--- config.mk ---
export PLATFORM = sky130hd
export DESIGN_NAME = pipe_wb_regfile
export DESIGN_NICKNAME = d
export VERILOG_FILES = /design/src/rtl/pipe_wb_regfile.sv
export SDC_FILE = /design/constraint.sdc
export NUM_CORES = 2
export LEC_CHECK = 0
export BUFFER_PORTS_ARGS = -buffer_cell sky130_fd_sc_hd__buf_2
export CORE_AREA = 2 2 315 317
export CTS_CLUSTER_DIAMETER = 50
export CTS_CLUSTER_SIZE = 12
export DETAILED_ROUTE_END_ITERATION = 10
export DIE_AREA = 0 0 317 319
export PLACE_DENSITY = 0.73
export SLEW_MARGIN = 5
export SYNTH_ARGS = -nofsm -noshare
export SYNTH_HDL_FRONTEND = slang
export SYNTH_SLANG_ARGS = --single-unit
--- constraint.sdc ---
create_clock -name clk -period 77.6 [get_ports clk]
set_input_delay 3.88 -clock clk [delete_from_list [all_inputs] [get_ports clk]]
set_output_delay 3.88 -clock clk [all_outputs]
set_load 0.03 [all_outputs]
--- src/rtl/pipe_wb_regfile.sv ---
// Writeback-stage source mux and 31-entry register file with write-through
// bypass, a committed-writeback counter and a sticky illegal-select flag.
module pipe_wb_regfile #(
  parameter int CNT_W = 32
) (
  input  logic             clk,
  input  logic             rst,
  input  logic [31:0]      wb_alu_out,
  input  logic [31:0]      wb_dmem_out,
  input  logic [31:0]      wb_pc4,
  input  logic [31:0]      wb_rs_data_out,
  input  logic [4:0]       wb_rf_waddr,
  input  logic             wb_rf_wena,
  input  logic [2:0]       wb_rf_mux_sel,
  input  logic [4:0]       raddr1,
  input  logic [4:0]       raddr2,
  output logic [31:0]      rdata1,
  output logic [31:0]      rdata2,
  output logic [31:0]      wb_data,
  output logic [CNT_W-1:0] retire_cnt,
  output logic             sel_err
);

  logic [31:0] regs [31:1];
  logic        rst_hold;
  logic        commit;
  logic        illegal;
  logic        reg_write;

  // Bypass-aware read of one port; address 0 and reset always read zero.
  function automatic logic [31:0] read_port(
    input logic [4:0]  addr,
    input logic [31:0] stored,
    input logic        wr,
    input logic [4:0]  waddr,
    input logic [31:0] wdata,
    input logic        in_rst
  );
    logic [31:0] val;
    if (in_rst || (addr == 5'd0)) begin
      val = 32'h0;
    end else if (wr && (waddr == addr)) begin
      val = wdata;
    end else begin
      val = stored;
    end
    return val;
  endfunction

  // Writeback source select; codes 4-7 are illegal and yield zero.
  always_comb begin
    wb_data = 32'h0;
    case (wb_rf_mux_sel)
      3'd0:    wb_data = wb_alu_out;
      3'd1:    wb_data = wb_dmem_out;
      3'd2:    wb_data = wb_pc4;
      3'd3:    wb_data = wb_rs_data_out;
      default: wb_data = 32'h0;
    endcase
  end

  // rst_hold stays high through the first edge after reset release, so a
  // commit presented on that edge is dropped deterministically.
  always_comb begin
    commit    = wb_rf_wena && (wb_rf_mux_sel <= 3'd3) && !rst_hold;
    illegal   = wb_rf_wena && (wb_rf_mux_sel >  3'd3) && !rst_hold;
    reg_write = commit && (wb_rf_waddr != 5'd0);
  end

  // Reset-release qualifier.
  always_ff @(posedge clk or posedge rst) begin
    if (rst) begin
      rst_hold <= 1'b1;
    end else begin
      rst_hold <= 1'b0;
    end
  end

  // Register storage x1..x31.
  always_ff @(posedge clk or posedge rst) begin
    if (rst) begin
      for (int i = 1; i < 32; i++) begin
        regs[i] <= 32'h0;
      end
    end else if (reg_write) begin
      regs[wb_rf_waddr] <= wb_data;
    end
  end

  // Committed-writeback counter, wraps silently.
  always_ff @(posedge clk or posedge rst) begin
    if (rst) begin
      retire_cnt <= '0;
    end else if (commit) begin
      retire_cnt <= retire_cnt + CNT_W'(1);
    end
  end

  // Sticky illegal-select flag, cleared only by reset.
  always_ff @(posedge clk or posedge rst) begin
    if (rst) begin
      sel_err <= 1'b0;
    end else if (illegal) begin
      sel_err <= 1'b1;
    end
  end

  // Read ports.
  always_comb begin
    rdata1 = read_port(raddr1, (raddr1 == 5'd0) ? 32'h0 : regs[raddr1],
                       reg_write, wb_rf_waddr, wb_data, rst);
    rdata2 = read_port(raddr2, (raddr2 == 5'd0) ? 32'h0 : regs[raddr2],
                       reg_write, wb_rf_waddr, wb_data, rst);
  end

endmodule

# == Yosys cells after proc, flatten, opt, wreduce, memory -nomap -nowiden ==
# Cells that the tools add are included.
# W data, S select, Z words.
# totals
inputBits,149
ff_bits,1026
elab_cells,75
# classes
n_reduce_logical,15
add_sub_neg,1
mux,14
eq_ne,5
magnitude_cmp,6
# op_table
op,n
$bwmux W992,1
$bmux W32 S5,2
$mux W32,9
$demux W32 S5,1
$pmux W32 S4,1
$add A32 B1 Y32 const B,1
$lt A5 B6 Y1 const B,3
$eq A5 B5 Y1,2
$logic_not A5 Y1,2
$logic_and A1 B1 Y1,8
$eq A3 B2 Y1 const B,2
$ge A5 B1 Y1 const B,1
$reduce_bool A5 Y1,1
$eq A3 B1 Y1 const B,1
$gt A3 B2 Y1 const B,1
$le A3 B2 Y1 const B,1
$logic_not A3 Y1,1
$logic_or A1 B1 Y1,2
$logic_not A1 Y1,1

# == Logic depth before layout (Yosys ltp) ==
# depth
depth_word,7
ltp_mapped,11

# == Least setup slack after synthesis ==
# No wires, ideal clock.
# synth_path
path_kind,input -> output
start,input port rst
end,output port rdata2[0]
path_slack_ns,43.613
arrival_ns,30.107
required_time_ns,73.720
path_stages,4
cell_sequence,inv_1 o41ai_1 buf_2 a211oi_1
# synth_via
elab_chain_len,2
# synth_lines
element,line,source
from (decl),7,"input logic rst,"
$logic_or A1 B1 Y1,40,if (in_rst || (addr == 5'd0)) begin
$mux W32,40,
to (decl),18,"output logic [31:0] rdata2,"
# No other way between the ends.

# == Worst setup path in the final report ==
# layout_path
start,input port raddr1[1]
end,output port rdata1[14]
# layout_via
elab_chain_len,5
# layout_lines
element,line,source
from (decl),15,"input logic [4:0] raddr1,"
$bmux W32 S5,110,"rdata1 = read_port(raddr1, (raddr1 == 5'd0) ? 32'h0 : regs[raddr1],"
$mux W32 (implied by the code),110,
$mux W32,110,
$mux W32,42,end else if (wr && (waddr == addr)) begin
$mux W32 (*),40,
to (decl),17,"output logic [31:0] rdata1,"
# Every way passes the cells marked *; elsewhere a longest branch is shown, timed or not. The select of a mux whose other input is x is not followed.

==> impl_metrics.csv <==
group,metric,value,unit
outcome,status,"finished clean",
clocking,worstSkewPairLatency,0.70,ns
timing,slew_headroom,18.48,%
clocking,cts_sinks,1026,
routing,initialDrtViolationCount,6220,
critical_path,cp-start-kind,"primary input",
global_route,grt_pass1_vias,44231,
yosys,synth.largest_area_cell,"dfrtp_1",
routing,drcViolationCount,0,
cells_and_area,fillers,7638,
hold_path,whs_path_depth,1,
timing,rsz0062_at_grt,"no",
yosys,ys_seq_elements,1026,
global_route,grt_overflow,0,
place,place.gp.congestion,0.8980,
yosys,seq_area_frac_synth,47.31,%
global_route,antenna_found_initial,8,
floorplanning,fp.dieH,319,µm
floorplanning,pin_count,278,
floorplanning,start_util,55.55,%
yosys,postSynthCellCount,5101,
critical_path,crit_type,"primary input to output port",
pwr,peakVddDrop,0.01934,mV
critical_path,required,73.72,ns
cells_and_area,register_area,25680,µm²
clocking,clock_path_buffers,3,
yosys,synth_common_cells,"1,025 x dfrtp_1, 730 x nand2_1, 636 x o21ai_0",
yosys,postSynthAreaPerCell,10.64,µm²
yosys,ys_async_sr_fraction,100.0,%
timing,setup_viol,0,
timing,finalClockSkew,0.01943,ns
clocking,cts-htree-levels,3,
critical_path,worstPathCellList,"buf_8 -> buf_4 -> xnor2_1 -> nand3_1 -> nor4_4 -> buf_4 -> buf_4 -> a311oi_1 -> a211oi_1 -> buf_2",
yosys,synth_area_leaders,"dfrtp_1 47%, mux4_2 17%, o21ai_0 5.9%",
floorplanning,dieWidth,317,µm
pwr,p_leak,0.02619,µW
routing,num_vias,44979,
yosys,synth_area,54270,µm²
clocking,cts-resized-gates,0,
routing,dr.pass1.iters,6,
critical_path,cp_data_arrival_time,8.27,ns
global_route,grt_max_degree,167,
timing,tns,0,ns
timing,min_period,12.15,ns
place,hpwl,108000,µm
critical_path,crit_fanout,78,
timing,report.final.slew_viol_count,0,
cells_and_area,syn_to_final_growth,11.39,%
critical_path,slowest_delay,0.91,ns
yosys,synth_top_area_share,47.26,%
timing,hold_viol,0,
hold_path,hold_start,"sel_err$_DFFE_PP0P_",
floorplanning,core,97700,µm²
yosys,yosysUniqueCellTypes,69,
global_route,track_usage,36.67,%
clocking,cts_inserted_buffers,115,
critical_path,slowest_stage,"a211oi_1",
clocking,cts-root-buf,"clkbuf_16",
critical_path,cp-end-kind,"output port",
floorplanning,rows,115,
routing,wire_per_inst,28.51,µm
yosys,synth_flop_cell,"dfrtp_1",
yosys,synthesis.nets,5251,
cells_and_area,nets,5253,
yosys,synth_edf_count,0,
hold_path,worstHoldPathType,"register to register",
job,cap_violations,0,
place,numPortBuffers,277,
cells_and_area,final_cell_area,60450,µm²
cells_and_area,multi_input_area,26730,µm²
critical_path,r2r-end,"regs[608]$_DFFE_PP0P_",
global_route,grt_pass1_wl,276500,µm
hold_path,holdPathEnd,"sel_err$_DFFE_PP0P_",
clocking,clk_pin_slew,0.06,ns
critical_path,rrSetupSlack,74.09,ns
timing,worstMarginPinSlew,1.216,ns
pwr,power_density,22.73,nW/µm²
timing,fmax,82.32,MHz
clocking,cts_tree,"built",
critical_path,r2r_start,"rst_hold$_DFF_PP1_",
place,place_area,56650,µm²
critical_path,cp_common_cell,"buf_4",
clocking,postCtsHoldBufs,0,
timing,finalCritPeriodShare,15.65,%
cells_and_area,drive_gt1_share,22.48,%
clocking,cts_setup_buffers,0,
critical_path,reg2regPathDepth,7,
floorplanning,dieArea,101100,µm²
routing,via_per_inst,6.955,
yosys,yosysWarnings,0,
yosys,yosysMostFrequentCell,"dfrtp_1",
routing,antenna_left,0,
routing,wl,184400,µm
layout make-up:
class	count	area share, %
multi-input combinational	3502	44.22
sequential	1026	42.48
clock buffer	140	5.137
timing repair buffer	411	4.059
tap	1287	2.664
clock inverter	53	1.140
inverter	47	0.3043
antenna	1	0.004140
power by group:
group	switching [µW]	total [µW]	internal, µW
registers	34.7	612	578
clock network	231	557	326
logic	123	205	82.3
total	388	1370	986
placed cells by master, fill, tap and decap left out, drive strengths merged, types with 20 or more instances in the layout:
| master | n |
|---|---|
| buf | 411 |
| inv | 50 |
| xnor2 | 29 |
| mux4 | 411 |
| a22o | 49 |
| a21oi | 385 |
| o211ai | 48 |
| a221o | 20 |
| a221oi | 67 |
| o22ai | 43 |
| mux2 | 71 |
| mux2i | 134 |
| nand3 | 35 |
| clkbuf | 140 |
| nor3 | 63 |
| dfrtp | 1025 |
| clkinv | 29 |
| o21ai | 654 |
| nor4 | 39 |
| nand2 | 730 |
| nor2 | 467 |
| a22oi | 47 |
| a211oi | 71 |
metrics by stage:
stage | utilization [%] | hold WS, ns | power, µW | instances | setup slack, ns
detailed placement | 57.99 | 0.4624 | 820.7 | 6273 | 65.65
global placement | 57.99 | 0.4506 | 812.8 | 6273 | 65.67
floorplan | - | 0.4604 | 754.6 | 5101 | 43.61
global route | 61.87 | 0.4992 | 1418 | 6466 | 65.27
CTS | 61.87 | 0.4772 | 1372 | 6466 | 65.63
finish | 61.87 | 0.4728 | 1374 | 6467 | 65.45
critical path: cells and delay by family:
kind                   cells  cell delay [ns]
XOR/XNOR                   1             0.19
buffers and inverters      5             2.55
AND/OR/NAND/NOR            2             0.40
AO/OA/AOI/OAI              2             1.08
cell families after synthesis:
group,after synthesis,share of synthesized area (%)
AO/OA/AOI/OAI,1438,15.86
AND/OR/NAND/NOR,1405,10.68
flip-flops,1026,47.31
multiplexers,616,21.00
buffers and inverters,573,4.454
XOR/XNOR,41,0.6617
adder cells (fa/ha/maj),1,0.02305
other,1,0.006910
flip-flops by register name, summed over array words and instances, names as in the netlist:
name and count:
sel_err 1, rst_hold 1, regs 992, retire_cnt 32
per-layer routing:
metal | wire [µm] | GRT usage, % | vias to the layer above
li1 | - | - | 18628
met5 | 89 | 0 | -
met3 | 24420 | 10.89 | 736
met1 | 68100 | 50.13 | 22355
met4 | 11290 | 18.99 | 14
met2 | 80500 | 53.26 | 3246
worst max path at each step:
stage | startpoint | to | slack, ns | cells after the start
after floorplan | rst | rdata2[0] | 43.61 | 4
after global placement | raddr1[0] | rdata1[26] | 65.67 | 9
after global routing | raddr1[0] | rdata1[21] | 65.27 | 9
final | raddr1[1] | rdata1[14] | 65.45 | 10
after CTS | raddr1[0] | rdata1[26] | 65.63 | 9
after detailed placement | raddr1[0] | rdata1[26] | 65.65 | 9
Note: power is estimated with default switching activity, not from simulation.
